===== src/rtl/maf_pipe_stage_pkg.sv =====
// Shared MAF datapath field widths and payload-width helper for the elastic pipe stage.
package maf_pipe_stage_pkg;

  localparam int unsigned MAF_P_W   = 74;
  localparam int unsigned MAF_SH_W  = 10;
  localparam int unsigned MAF_ESH_W = 2;
  localparam int unsigned MAF_REV_W = 2;
  localparam int unsigned MAF_CNT_W = 4;
  localparam int unsigned MAF_DEPTH = 1;

  // Payload is packed as {P, SH, ESH, REV}, most significant first.
  function automatic int unsigned maf_payload_w(input int unsigned p_w, input int unsigned sh_w,
                                                input int unsigned esh_w, input int unsigned rev_w);
    return p_w + sh_w + esh_w + rev_w;
  endfunction

endpackage


===== src/rtl/maf_skid_slot.sv =====
// One elastic register stage: main register plus skid slot, registered ready, synchronous flush.
module maf_skid_slot
  #(parameter int unsigned W = 8)
  (
  input  logic         clk,
  input  logic         rstn,
  input  logic         flush,
  input  logic         in_valid,
  output logic         in_ready,
  input  logic [W-1:0] in_data,
  output logic         out_valid,
  input  logic         out_ready,
  output logic [W-1:0] out_data
  );

  logic         m_v_r;
  logic         s_v_r;
  logic [W-1:0] m_d_r;
  logic [W-1:0] s_d_r;
  logic         push_s;
  logic         pop_s;

  assign push_s    = in_valid && !s_v_r;
  assign pop_s     = m_v_r && out_ready;
  assign in_ready  = !s_v_r;
  assign out_valid = m_v_r;
  assign out_data  = m_d_r;

  // Valid flags; the skid is only ever occupied while main is occupied.
  always_ff @(posedge clk or negedge rstn) begin
    if (!rstn) begin
      m_v_r <= 1'b0;
      s_v_r <= 1'b0;
    end else if (flush) begin
      m_v_r <= 1'b0;
      s_v_r <= 1'b0;
    end else if (!m_v_r) begin
      m_v_r <= push_s;
    end else if (pop_s) begin
      if (s_v_r) begin
        s_v_r <= 1'b0;
      end else begin
        m_v_r <= push_s;
      end
    end else if (push_s) begin
      s_v_r <= 1'b1;
    end
  end

  // Payload registers; a flush squashes the flags only, so data is simply left alone.
  always_ff @(posedge clk or negedge rstn) begin
    if (!rstn) begin
      m_d_r <= {W{1'b0}};
      s_d_r <= {W{1'b0}};
    end else if (!flush) begin
      if (!m_v_r || pop_s) begin
        if (s_v_r) begin
          m_d_r <= s_d_r;
        end else if (push_s) begin
          m_d_r <= in_data;
        end
      end else if (push_s) begin
        s_d_r <= in_data;
      end
    end
  end

endmodule


===== src/rtl/maf_pipe_stage.sv =====
// Parametrised elastic MAF pipeline: DEPTH chained skid stages carrying P/SH/ESH/REV, with occupancy count.
module maf_pipe_stage
  import maf_pipe_stage_pkg::*;
  #(
  parameter int unsigned P_W   = MAF_P_W,
  parameter int unsigned SH_W  = MAF_SH_W,
  parameter int unsigned ESH_W = MAF_ESH_W,
  parameter int unsigned REV_W = MAF_REV_W,
  parameter int unsigned DEPTH = MAF_DEPTH,
  parameter int unsigned CNT_W = MAF_CNT_W
  )
  (
  input  logic             clk,
  input  logic             rstn,
  input  logic             flush,
  input  logic             in_valid,
  output logic             in_ready,
  input  logic [P_W-1:0]   in_p,
  input  logic [SH_W-1:0]  in_sh,
  input  logic [ESH_W-1:0] in_esh,
  input  logic [REV_W-1:0] in_rev,
  output logic             out_valid,
  input  logic             out_ready,
  output logic [P_W-1:0]   out_p,
  output logic [SH_W-1:0]  out_sh,
  output logic [ESH_W-1:0] out_esh,
  output logic [REV_W-1:0] out_rev,
  output logic [CNT_W-1:0] occ
  );

  localparam int unsigned PAYLOAD_W = maf_payload_w(P_W, SH_W, ESH_W, REV_W);

  logic                 v_s [0:DEPTH];
  logic                 r_s [0:DEPTH];
  logic [PAYLOAD_W-1:0] d_s [0:DEPTH];
  logic                 push_s;
  logic                 pop_s;
  logic [CNT_W-1:0]     occ_r;

  assign v_s[0]     = in_valid;
  assign d_s[0]     = {in_p, in_sh, in_esh, in_rev};
  assign r_s[DEPTH] = out_ready;
  assign in_ready   = r_s[0];
  assign out_valid  = v_s[DEPTH];
  assign {out_p, out_sh, out_esh, out_rev} = d_s[DEPTH];

  for (genvar k = 0; k < DEPTH; k++) begin : g_stage
    maf_skid_slot #(.W(PAYLOAD_W)) u_slot (
      .clk       (clk),
      .rstn      (rstn),
      .flush     (flush),
      .in_valid  (v_s[k]),
      .in_ready  (r_s[k]),
      .in_data   (d_s[k]),
      .out_valid (v_s[k+1]),
      .out_ready (r_s[k+1]),
      .out_data  (d_s[k+1])
    );
  end

  assign push_s = in_valid && r_s[0];
  assign pop_s  = v_s[DEPTH] && out_ready;
  assign occ    = occ_r;

  // Occupancy tracks accepted minus delivered entries; a flush empties the pipe outright.
  always_ff @(posedge clk or negedge rstn) begin
    if (!rstn) begin
      occ_r <= {CNT_W{1'b0}};
    end else if (flush) begin
      occ_r <= {CNT_W{1'b0}};
    end else if (push_s && !pop_s) begin
      occ_r <= occ_r + {{(CNT_W-1){1'b0}}, 1'b1};
    end else if (!push_s && pop_s) begin
      occ_r <= occ_r - {{(CNT_W-1){1'b0}}, 1'b1};
    end
  end

endmodule

===== config.mk =====
export PLATFORM = sky130hd
export DESIGN_NAME = maf_pipe_stage
export DESIGN_NICKNAME = d
export VERILOG_FILES = /design/src/rtl/maf_pipe_stage_pkg.sv /design/src/rtl/maf_skid_slot.sv /design/src/rtl/maf_pipe_stage.sv
export SDC_FILE = /design/constraint.sdc
export NUM_CORES = 1
export LEC_CHECK = 0
export BUFFER_PORTS_ARGS = -buffer_cell sky130_fd_sc_hd__clkbuf_2
export CORE_UTILIZATION = 58
export CTS_CLUSTER_DIAMETER = 60
export CTS_CLUSTER_SIZE = 14
export DETAILED_ROUTE_END_ITERATION = 8
export GPL_TIMING_DRIVEN = 0
export PLACE_DENSITY = 0.86
export SLEW_MARGIN = 20
export SYNTH_ARGS = -nofsm -noshare
export SYNTH_HDL_FRONTEND = slang
export SYNTH_HIERARCHICAL = 1
export SYNTH_SLANG_ARGS = --single-unit

===== constraint.sdc =====
create_clock -name clk -period 5.8 [get_ports clk]
set_clock_uncertainty 0.2 [all_clocks]
set_input_delay 0.58 -clock clk [delete_from_list [all_inputs] [get_ports clk]]
set_output_delay 0.58 -clock clk [all_outputs]
set_load 0.05 [all_outputs]

==> out/summary.txt <==
post-cts resize count: 0
TNS Setup: 0 ns
CP max FO: 10
DIE HEIGHT: 119.2 µm
syn nets: 609
kind of critical path: flop to flop
Row Count: 42
R2R Setup Slk: 2.81 ns
total power: 0.004282 W
worst r2r src: g_stage[0].u_slot/s_v_r
Synth area leader: dfrtp_1
actual slew at the worst max-slew pin: 0.6596 ns
ranking of synthesized cells by area: dfrtp_1 (57%), mux2_2 (34%), mux2_1 (2.8%)
Net count, final: 817
mean post-synth cell area: 15.53 µm²
Root Driver: clkbuf_16
FF+latch count, synth: 182
Cells after Synth: 513
fillers: 832
WP data required: 5.89 ns
largest net degree at the start of global routing: 85
outcome: finished, final reports clean
share of the synthesized area in the top cell type: 57.17%
H-tree Lvls: 4
first-pass GRT wire length: 28.01 mm
register area: 4554 µm²
final hold violation count: 0
CP arrival: 3.08 ns
via count: 4995
total CTS buffers: 17
max cap viols: 0
Critical Path Source Type: flop
clock-pin slew on the worst setup and hold paths: 0.07 ns
critical path, cell by cell: buf_2, buf_1, inv_1, nand3_1, ha_1, a21o_1, a21oi_2, nor3_1, or3_1
Worst-Skew Late Latency: 0.42 ns
DP HPWL: 12.04 mm
final critical-path share of the clock period: 51.47%
Routed Antenna Nets: 0
vias per cell: 5.495
Area Overhead vs Synth: 24.14%
min-delay worst type: input port to flop
WP buf/inv: 3
register area share after synthesis: 57.17%
mapped cell area: 7966 µm²
max incr delay on CP: 0.48 ns
relative max-transition margin: 55.83%
worst hold path stage count: 2
fin crit period: 2.985 ns
Final Routed Wirelength: 17.17 mm
RSZ-0062 raised after global routing: no
Worst setup EP type: flop
Power Density: 433.0 nW/µm²
average wire per standard cell: 18.89 µm
share of layout cells above drive strength 1: 66.98%
worst ir drop on vdd: 0.0002915 V
CTS tree: built
GRT Total Usage: 25.74%
area of the multi-input gates: 3238 µm²
antenna fix cells: 0
cell family with most CP delay: buffers and inverters
GRT Residual Overflow: 0
Hold Path End: g_stage[0].u_slot/s_d_r[70]
DR iter-0 viols: 242
Yosys Warn Count: 6
CTS Hold Bufs: 1
LEAKAGE: 4.612 nW
die width: 119.2 µm
drt drc: 0
io pins: 187
PortBufs: 186
Core Box Area: 13300 µm²
Peak Freq: 0.3350 GHz
fin. max-slew vios: 0
Initial Utilization: 59.92%
Post-CTS Setup Bufs: 0
die area: 14210 µm²
slowest cell on the critical path: buf_1
R2R depth: 9
HP Start: in_p[56]
Detailed Routing Iterations Pass 1: 4
CTS Sinks: 182
vias in the first global route: 5560
reg-to-reg critical path endpoint: occ[3]
synth unique cells: 34
Final Setup Violations: 0
initial antenna violation count: 0
placer congestion estimate: 0.8263
clk buf depth: 2
cell usage in the layout, fill, tap and decap left out, drive strengths merged:
cell type / Yosys / layout
nor4: 1 / 1
a31o: 1 / 1
dlygate4sd3: 0 / 1
a211oi: 2 / 2
nor2: 5 / 5
dfrtp: 182 / 182
or3: 1 / 1
nor3b: 1 / 1
nor2b: 1 / 1
nor3: 3 / 3
nand2: 2 / 2
nand2b: 2 / 2
a21oi: 3 / 3
ha: 2 / 2
inv: 5 / 5
mux2: 264 / 264
xor2: 1 / 1
a21boi: 1 / 1
buf: 28 / 30
nand4: 1 / 1
nand3: 1 / 1
mux2i: 1 / 1
a21o: 1 / 1
bufinv: 0 / 6
o21ai: 1 / 1
xnor2: 1 / 1
fa: 1 / 1
clkinv: 0 / 2
and2: 1 / 1
clkbuf: 0 / 209
sequential cells by signal, summed over array words and instances, names as in the netlist:
signal / flops
g_stage.u_slot/out_valid: 1
g_stage.u_slot/s_d_r: 88
g_stage.u_slot/out_data: 88
occ: 4
g_stage.u_slot/s_v_r: 1
synthesized netlist by cell type:
| master | number |
|---|---|
| mux2_2 | 244 |
| dfrtp_1 | 182 |
| mux2_1 | 20 |
| buf_2 | 13 |
| buf_1 | 9 |
| nor2_1 | 5 |
| inv_1 | 4 |
| buf_4 | 3 |
| buf_6 | 3 |
| a211oi_1 | 2 |
| a21oi_1 | 2 |
| ha_1 | 2 |
| nand2b_1 | 2 |
| nor3_1 | 2 |
| a21boi_2 | 1 |
| a21o_1 | 1 |
| a21oi_2 | 1 |
| a31o_2 | 1 |
| and2_1 | 1 |
| fa_1 | 1 |
| inv_2 | 1 |
| mux2i_1 | 1 |
| nand2_1 | 1 |
| nand2_2 | 1 |
| nand3_1 | 1 |
| nand4_1 | 1 |
| nor2b_2 | 1 |
| nor3_4 | 1 |
| nor3b_2 | 1 |
| nor4_1 | 1 |
| o21ai_0 | 1 |
| or3_1 | 1 |
| xnor2_1 | 1 |
| xor2_2 | 1 |
report_power, final:
part / total (W) / switching, W / internal, W
logic: 0.00120 / 0.000775 / 0.000422
clock network: 0.00134 / 0.000462 / 0.000875
registers: 0.00175 / 0.000167 / 0.00158
total: 0.00428 / 0.00140 / 0.00288
through the flow:
stage	hold slack (ns)	worst slack, ns	instance area (µm²)	std cells	util (%)
2_1_floorplan	0.08441	3.087	7966	513	-
3_3_place_gp	0.2611	0.8657	9117	875	68.58
3_5_place_dp	0.2730	2.920	9181	877	69.06
4_1_cts	0.1807	2.855	9889	909	74.38
5_1_grt	0.1897	2.645	9889	909	74.38
6_report	0.1928	2.815	9889	909	74.38
layer usage:
layer	vias to the layer above	wire [µm]	global-route usage, %
li1	2262	-	-
met1	2548	6954	31.18
met2	158	8995	44.84
met3	27	886	5.795
met4	0	336	9.573
met5	-	0	0
layout make-up:
| cell class | instances | area share, % |
|---|---|---|
| buffer | 28 | 1.569 |
| clock buffer | 23 | 5.137 |
| clock inverter | 8 | 1.923 |
| inverter | 5 | 0.1898 |
| multi-input combinational | 298 | 32.74 |
| sequential | 182 | 46.05 |
| tap | 176 | 2.227 |
| timing repair buffer | 189 | 10.16 |
cells by family (layout without fill, tap and decap cells):
group / after synthesis / count (layout) / synth area share (%)
compound gates: 9 / 9 / 0.8324
xor+xnor: 2 / 2 / 0.3142
fa+ha+maj: 3 / 3 / 0.5654
buf+inv: 33 / 253 / 2.183
flops: 182 / 182 / 57.17
mux: 265 / 265 / 37.44
simple gates: 19 / 19 / 1.492
worst max-delay path by stage:
| stage | from | to | depth (start not counted) |
|---|---|---|---|
| after CTS | g_stage[0].u_slot/s_v_r | occ[3] | 9 |
| after detailed placement | g_stage[0].u_slot/s_v_r | occ[3] | 9 |
| after floorplan | g_stage[0].u_slot/s_v_r | occ[3] | 9 |
| after global placement | rstn | g_stage[0].u_slot/out_data[14] | 1 |
| after global routing | g_stage[0].u_slot/s_v_r | occ[3] | 9 |
| final | g_stage[0].u_slot/s_v_r | occ[3] | 9 |
Note: power is estimated with default switching activity, not from simulation.
